[src/rtl/mc_pkg.sv]
// mc_pkg: shared definitions for the MIPS multicycle control slice.
//   - mc_state_e : 4-bit sequencer state encoding (S_IDLE = 0)
//   - OP_*       : supported instruction[31:26] opcodes
//   - ULA_*      : ula_operation classes sent to ula_control
//   - SRCB_*     : ALUSrcB select encodings
//   - PCSRC_*    : PCSource select encodings
//   - mc_ctrl_t  : the Moore output bundle held per state
//   - mc_decode  : state -> Moore outputs
//   - mc_op_legal: opcode support check
package mc_pkg;

    typedef enum logic [3:0] {
        S_IDLE   = 4'd0,
        S_FETCH  = 4'd1,
        S_DECODE = 4'd2,
        S_MEMADR = 4'd3,
        S_MEMRD  = 4'd4,
        S_MEMWB  = 4'd5,
        S_MEMWR  = 4'd6,
        S_EXEC   = 4'd7,
        S_ALUWB  = 4'd8,
        S_IMMWB  = 4'd9,
        S_BRANCH = 4'd10,
        S_JUMP   = 4'd11
    } mc_state_e;

    localparam int unsigned OPCODE_W = 6;

    localparam logic [OPCODE_W-1:0] OP_RTYPE = 6'b000000;
    localparam logic [OPCODE_W-1:0] OP_LW    = 6'b100011;
    localparam logic [OPCODE_W-1:0] OP_SW    = 6'b101011;
    localparam logic [OPCODE_W-1:0] OP_BEQ   = 6'b000100;
    localparam logic [OPCODE_W-1:0] OP_BNE   = 6'b000101;
    localparam logic [OPCODE_W-1:0] OP_ADDI  = 6'b001000;
    localparam logic [OPCODE_W-1:0] OP_J     = 6'b000010;

    localparam logic [2:0] ULA_ADD   = 3'b000;
    localparam logic [2:0] ULA_SUB   = 3'b001;
    localparam logic [2:0] ULA_FUNCT = 3'b010;

    localparam logic [1:0] SRCB_REG     = 2'b00;
    localparam logic [1:0] SRCB_FOUR    = 2'b01;
    localparam logic [1:0] SRCB_IMM     = 2'b10;
    localparam logic [1:0] SRCB_IMM_SH2 = 2'b11;

    localparam logic [1:0] PCSRC_ALU    = 2'b00;
    localparam logic [1:0] PCSRC_ALUOUT = 2'b01;
    localparam logic [1:0] PCSRC_JUMP   = 2'b10;

    typedef struct packed {
        logic       pc_write;
        logic       branch_eq;
        logic       branch_ne;
        logic       iord;
        logic       mem_read;
        logic       mem_write;
        logic       ir_write;
        logic       reg_dst;
        logic       mem_to_reg;
        logic       reg_write;
        logic       alu_src_a;
        logic [1:0] alu_src_b;
        logic [2:0] ula_op;
        logic [1:0] pc_source;
    } mc_ctrl_t;

    function automatic logic mc_op_legal(input logic [OPCODE_W-1:0] op);
        logic ok;
        ok = 1'b0;
        case (op)
            OP_RTYPE, OP_LW, OP_SW, OP_BEQ, OP_BNE, OP_ADDI, OP_J: ok = 1'b1;
            default: ok = 1'b0;
        endcase
        return ok;
    endfunction

    // The opcode only matters on entry to S_BRANCH, where it picks which
    // branch condition is armed; that entry happens out of S_DECODE.
    function automatic mc_ctrl_t mc_decode(input mc_state_e st,
                                           input logic [OPCODE_W-1:0] op);
        mc_ctrl_t c;
        c        = '0;
        c.ula_op = ULA_ADD;
        case (st)
            S_FETCH: begin
                c.mem_read  = 1'b1;
                c.ir_write  = 1'b1;
                c.alu_src_b = SRCB_FOUR;
                c.pc_write  = 1'b1;
                c.pc_source = PCSRC_ALU;
            end
            S_DECODE: c.alu_src_b = SRCB_IMM_SH2;
            S_MEMADR: begin
                c.alu_src_a = 1'b1;
                c.alu_src_b = SRCB_IMM;
            end
            S_MEMRD: begin
                c.mem_read = 1'b1;
                c.iord     = 1'b1;
            end
            S_MEMWR: begin
                c.mem_write = 1'b1;
                c.iord      = 1'b1;
            end
            S_MEMWB: begin
                c.reg_write  = 1'b1;
                c.mem_to_reg = 1'b1;
            end
            S_EXEC: begin
                c.alu_src_a = 1'b1;
                c.ula_op    = ULA_FUNCT;
            end
            S_ALUWB: begin
                c.reg_write = 1'b1;
                c.reg_dst   = 1'b1;
            end
            S_IMMWB: c.reg_write = 1'b1;
            S_BRANCH: begin
                c.alu_src_a = 1'b1;
                c.ula_op    = ULA_SUB;
                c.pc_source = PCSRC_ALUOUT;
                c.branch_eq = (op == OP_BEQ);
                c.branch_ne = (op == OP_BNE);
            end
            S_JUMP: begin
                c.pc_write  = 1'b1;
                c.pc_source = PCSRC_JUMP;
            end
            default: c = '0;
        endcase
        return c;
    endfunction

endpackage

[src/rtl/mc_next_state.sv]
// mc_next_state: combinational next-state function of the multicycle
// sequencer.
//   state_i  : current state
//   opcode_i : instruction[31:26] from the instruction register
//   next_o   : state to enter on the next enabled clock
import mc_pkg::*;

module mc_next_state (
    input  mc_state_e             state_i,
    input  logic [OPCODE_W-1:0]   opcode_i,
    output mc_state_e             next_o
);

    always_comb begin
        next_o = S_FETCH;
        case (state_i)
            S_IDLE:   next_o = S_FETCH;
            S_FETCH:  next_o = S_DECODE;
            S_DECODE: begin
                case (opcode_i)
                    OP_LW, OP_SW, OP_ADDI: next_o = S_MEMADR;
                    OP_RTYPE:              next_o = S_EXEC;
                    OP_BEQ, OP_BNE:        next_o = S_BRANCH;
                    OP_J:                  next_o = S_JUMP;
                    default:               next_o = S_FETCH;
                endcase
            end
            S_MEMADR: begin
                case (opcode_i)
                    OP_LW:   next_o = S_MEMRD;
                    OP_SW:   next_o = S_MEMWR;
                    OP_ADDI: next_o = S_IMMWB;
                    default: next_o = S_FETCH;
                endcase
            end
            S_MEMRD:  next_o = S_MEMWB;
            S_EXEC:   next_o = S_ALUWB;
            S_MEMWB, S_MEMWR, S_ALUWB, S_IMMWB, S_BRANCH, S_JUMP:
                      next_o = S_FETCH;
            // Unused encodings recover by restarting at fetch.
            default:  next_o = S_FETCH;
        endcase
    end

endmodule

[src/rtl/mips_multicycle_control.sv]
// mips_multicycle_control: Moore sequencer for the multicycle MIPS datapath.
// Spreads each instruction over 3-5 clocks and drives every datapath select
// and write enable.
//   clock, reset (async, active-high), enable (stall: holds state, kills
//   write enables)
//   opcode, ula_zero_flag          : inputs from IR and ULA
//   pc_en                          : PCWrite | (beq & zero) | (bne & ~zero)
//   IorD, MemRead, MemWrite, IRWrite, RegDst, MemtoReg, RegWrite,
//   ALUSrcA, ALUSrcB, ula_operation, PCSource : datapath controls
//   illegal_op                     : pulse in S_DECODE on unsupported opcode
//   state                          : current state, for debug
// Optional: MC_PERF_COUNTERS_EN adds cycle_count / instr_count outputs.
import mc_pkg::*;

module mips_multicycle_control (
    input  logic                clock,
    input  logic                reset,
    input  logic                enable,
    input  logic [OPCODE_W-1:0] opcode,
    input  logic                ula_zero_flag,
    output logic                pc_en,
    output logic                IorD,
    output logic                MemRead,
    output logic                MemWrite,
    output logic                IRWrite,
    output logic                RegDst,
    output logic                MemtoReg,
    output logic                RegWrite,
    output logic                ALUSrcA,
    output logic [1:0]          ALUSrcB,
    output logic [2:0]          ula_operation,
    output logic [1:0]          PCSource,
    output logic                illegal_op,
    output logic [3:0]          state
`ifdef MC_PERF_COUNTERS_EN
    ,
    output logic [31:0]         cycle_count,
    output logic [31:0]         instr_count
`endif
);

    mc_state_e state_q, state_d, nxt_state;
    mc_ctrl_t  ctrl_q, ctrl_d;

`ifdef MC_PERF_COUNTERS_EN
    logic [31:0] cycle_count_q;
    logic [31:0] instr_count_q;
`endif

    mc_next_state u_next_state (
        .state_i  (state_q),
        .opcode_i (opcode),
        .next_o   (nxt_state)
    );

    // The Moore outputs are registered alongside the state: the register
    // loads the decode of the state being entered, so it always matches
    // state_q and simply holds while stalled.
    always_comb begin
        state_d = state_q;
        ctrl_d  = ctrl_q;
        if (enable) begin
            state_d = nxt_state;
            ctrl_d  = mc_decode(nxt_state, opcode);
        end
    end

    always_ff @(posedge clock or posedge reset) begin
        if (reset) begin
            state_q <= S_IDLE;
            ctrl_q  <= '0;
`ifdef MC_PERF_COUNTERS_EN
            cycle_count_q <= '0;
            instr_count_q <= '0;
`endif
        end else begin
            state_q <= state_d;
            ctrl_q  <= ctrl_d;
`ifdef MC_PERF_COUNTERS_EN
            if (enable) begin
                cycle_count_q <= cycle_count_q + 32'd1;
                if (state_q == S_FETCH) begin
                    instr_count_q <= instr_count_q + 32'd1;
                end
            end
`endif
        end
    end

    // Strobes are gated by enable combinationally so a stall takes effect
    // in the same cycle; selects keep their registered state values.
    assign pc_en    = enable & (ctrl_q.pc_write
                              | (ctrl_q.branch_eq &  ula_zero_flag)
                              | (ctrl_q.branch_ne & ~ula_zero_flag));
    assign MemRead  = enable & ctrl_q.mem_read;
    assign MemWrite = enable & ctrl_q.mem_write;
    assign IRWrite  = enable & ctrl_q.ir_write;
    assign RegWrite = enable & ctrl_q.reg_write;

    assign IorD          = ctrl_q.iord;
    assign RegDst        = ctrl_q.reg_dst;
    assign MemtoReg      = ctrl_q.mem_to_reg;
    assign ALUSrcA       = ctrl_q.alu_src_a;
    assign ALUSrcB       = ctrl_q.alu_src_b;
    assign ula_operation = ctrl_q.ula_op;
    assign PCSource      = ctrl_q.pc_source;

    assign illegal_op = enable & (state_q == S_DECODE) & ~mc_op_legal(opcode);
    assign state      = state_q;

`ifdef MC_PERF_COUNTERS_EN
    assign cycle_count = cycle_count_q;
    assign instr_count = instr_count_q;
`endif

endmodule

[config.mk]
export PLATFORM = sky130hd
export DESIGN_NAME = mips_multicycle_control
export DESIGN_NICKNAME = d
export VERILOG_FILES = /design/src/rtl/mc_pkg.sv /design/src/rtl/mc_next_state.sv /design/src/rtl/mips_multicycle_control.sv
export SDC_FILE = /design/constraint.sdc
export NUM_CORES = 1
export LEC_CHECK = 0
export ABC_AREA = 0
export CORE_ASPECT_RATIO = 1.5
export CORE_MARGIN = 5
export CORE_UTILIZATION = 40
export CTS_BUF_LIST = sky130_fd_sc_hd__clkbuf_2
export DETAILED_ROUTE_END_ITERATION = 8
export PLACE_DENSITY = 0.66
export SLEW_MARGIN = 20
export SYNTH_ARGS = -nofsm -noshare
export SYNTH_HDL_FRONTEND = slang
export SYNTH_SLANG_ARGS = --single-unit
[constraint.sdc]
create_clock -name clock -period 2.28 [get_ports clock]
set_clock_uncertainty 0.2 [all_clocks]
set_input_delay 0.456 -clock clock [delete_from_list [all_inputs] [get_ports clock]]
set_output_delay 0.456 -clock clock [all_outputs]
set_load 0.005 [all_outputs]
==> flow_summary.json <==
{
  "port_buffers": 29,
  "ant_nets": 0,
  "grt_pass1_wl_um": 5480,
  "nNetsFinal": 193,
  "n_antenna_cell": 0,
  "synth.avg_cell_area_sq_um": 9.36,
  "groute.usage.overall_pct": 15.7,
  "worstSetupStartpointType": "input port",
  "clk_path_buf_depth": 2,
  "drc_errors": 0,
  "setup-violations-final": 0,
  "placedCellCount": 216,
  "dpl-instance-area_sq_um": 1720,
  "crit_path_max_fanout": 2,
  "rsz0062_at_grt": "yes",
  "cts_buffers": 3,
  "synth_area_leaders": "dfrtp_1, o2bb2ai_2, nor2_1, buf_4, inv_1",
  "cp.arrival_ns": 1.61,
  "overflow": 0,
  "hpwl_um": 2550,
  "crit_path_end_kind": "output pin",
  "cts_root_buffer": "clkbuf_2",
  "holdWs_ns": 0.226,
  "routedWlPerCell_um": 14.9,
  "yosys.area.top_type": "dfrtp_1",
  "final_max_slew_viol_count": 0,
  "start_util_pct": 41.7,
  "rr_worst_depth": 6,
  "wl_met1_um": 1330,
  "path_clk_slew_ns": 0.18,
  "regArea_sq_um": 502,
  "core_area_sq_um": 2940,
  "synth_top_area_share_pct": 40.8,
  "n_fill_cell": 272,
  "clk_latency_ns": 0.32,
  "synth-seq-cells": 20,
  "hold_viol_final": 0,
  "fin_ws_ns": 0.0159,
  "drtIter0Drc": 28,
  "worstHoldPathType": "input port to asynchronous set/reset pin",
  "met3RoutedLength_um": 106,
  "multi_input_area_sq_um": 668,
  "die_w_um": 55.2,
  "min_period_ns": 2.26,
  "drive_gt1_share_pct": 33.0,
  "std_cell_rows": 24,
  "layout_commonest_cell": "buf_4",
  "power_density_nw_per_um2": 528,
  "irDropWorstVdd_v": 0.000462,
  "max_freq_mhz": 442,
  "synth_edf_count": 0,
  "synthesis.nets": 141,
  "maxUsedRoutingLayer": "met4",
  "gp_congestion": 0.886,
  "antenna_found_initial": 0,
  "outcome": "finished clean",
  "die_y_um": 77.8,
  "post-route-period-util_pct": 99.3,
  "fin_util_pct": 60.7,
  "synthFlopType": "dfrtp_1",
  "grt_pass1_vias": 1217,
  "r2r_start": "state[3]",
  "vias": 1133,
  "netlist_area_sq_um": 1230,
  "cts.htree.levels": 1,
  "cts_tree": "done",
  "cp-startpoint": "opcode[3]",
  "viasPerCell": 5.13,
  "async_flop_share_pct": 100,
  "cp.required_ns": 1.62,
  "max_cap_violations": 0,
  "firstDrtPassIters": 4,
  "crit_type": "input port to output pin",
  "dp_slack_ns": -0.667,
  "wl_um": 3290,
  "clock_sinks": 20,
  "area_growth_syn_to_layout_pct": 45.6,
  "fin_cells": 221,
  "met2RoutedLength_um": 1730,
  "pin_count": 31,
  "dieArea_sq_um": 4300,
  "ys_seq_area_share_pct": 40.8,
  "grt_max_degree": 23,
  "ys_warn_count": 0,
  "yosysUniqueCellTypes": 49,
  "postCtsHoldBufs": 0,
  "stdcell_area_sq_um": 1790,
  "syn-instance-count": 131,
  "p_leak_nw": 0.793,
  "mostFrequentLayoutCells": "buf_4, dfrtp_1, clkdlybuf4s50_1"
}
flip-flops by register name (all words and copies together), names as in the netlist:
signal and cells:
IorD 1, PCSource 2, state 4, ALUSrcA 1, ula_operation 1, RegDst 1, ctrl_q 7, MemtoReg 1
ALUSrcB 2
area by class of cell:
type / count / share of cell area [%]
Inverter: 12 / 2.52
Tap cell: 39 / 2.73
Timing Repair Buffer: 59 / 28.2
Clock inverter: 1 / 0.210
Sequential cell: 20 / 28.1
Multi-Input combinational cell: 87 / 37.4
Clock buffer: 3 / 0.841
worst paths after layout:
kind,slack [ns],end
setup / recovery,0.02,illegal_op
hold / removal,0.23,ctrl_q[15]
setup reg to reg,0.23,ctrl_q[13]
hold reg to reg,0.31,ula_operation[1]
max in group asynchronous,1.44,ula_operation[1]
min in group clock,0.31,ula_operation[1]
what timing repair did:
item | 4_1_cts | 5_1_grt
setup endpoints to repair | 12 | 3
pin swaps | 0 | 3
buffers inserted | 1 | 0
gates resized for setup | 17 | 11
through the flow:
step                TNS (ns)  total power (W)
finish                     0         0.000942
global route         -0.0294          0.00100
CTS                  -0.0763         0.000940
detailed placement     -6.23         0.000796
global placement       -5.20         0.000790
floorplan                  0         0.000614
routing by layer:
layer	GRT usage (%)	vias to the layer above
met2	29.0	28
met4	8.27	0
met3	2.49	12
li1	-	559
met1	16.8	534
met5	0	-
cells by family (layout without fill, tap and decap cells):
kind of cell    after synthesis  count (layout)  synth area share [%]
buf+inv                      24              75                  9.59
flops                        20              20                  40.8
compound gates               33              33                  21.6
other cells                   1               1                 0.306
mux                           1               1                 0.918
xor+xnor                      1               1                 0.714
simple gates                 51              51                  26.0
critical path, stage by stage:
cell and delay, ns:
dlygate4sd2_1 0.27, buf_4 0.16, nor4b_4 0.31, nor3b_4 0.08
nor2_2 0.16, nor4_4 0.05, clkbuf_2 0.12
synth_stat cells, drive strengths merged, types with 5 or more instances:
cell type / n
nand3: 5
a21oi: 5
o2bb2ai: 6
nand2: 5
buf: 9
dfrtp: 20
nor2: 15
o21ai: 9
inv: 12
power breakdown:
part	total [W]	switching, W	internal (W)
logic	0.000368	0.000168	0.000200
clock network	0.000145	0.000107	0.0000381
registers	0.000429	0.0000318	0.000398
total	0.000942	0.000307	0.000636
(Power assumes the default switching activity.)
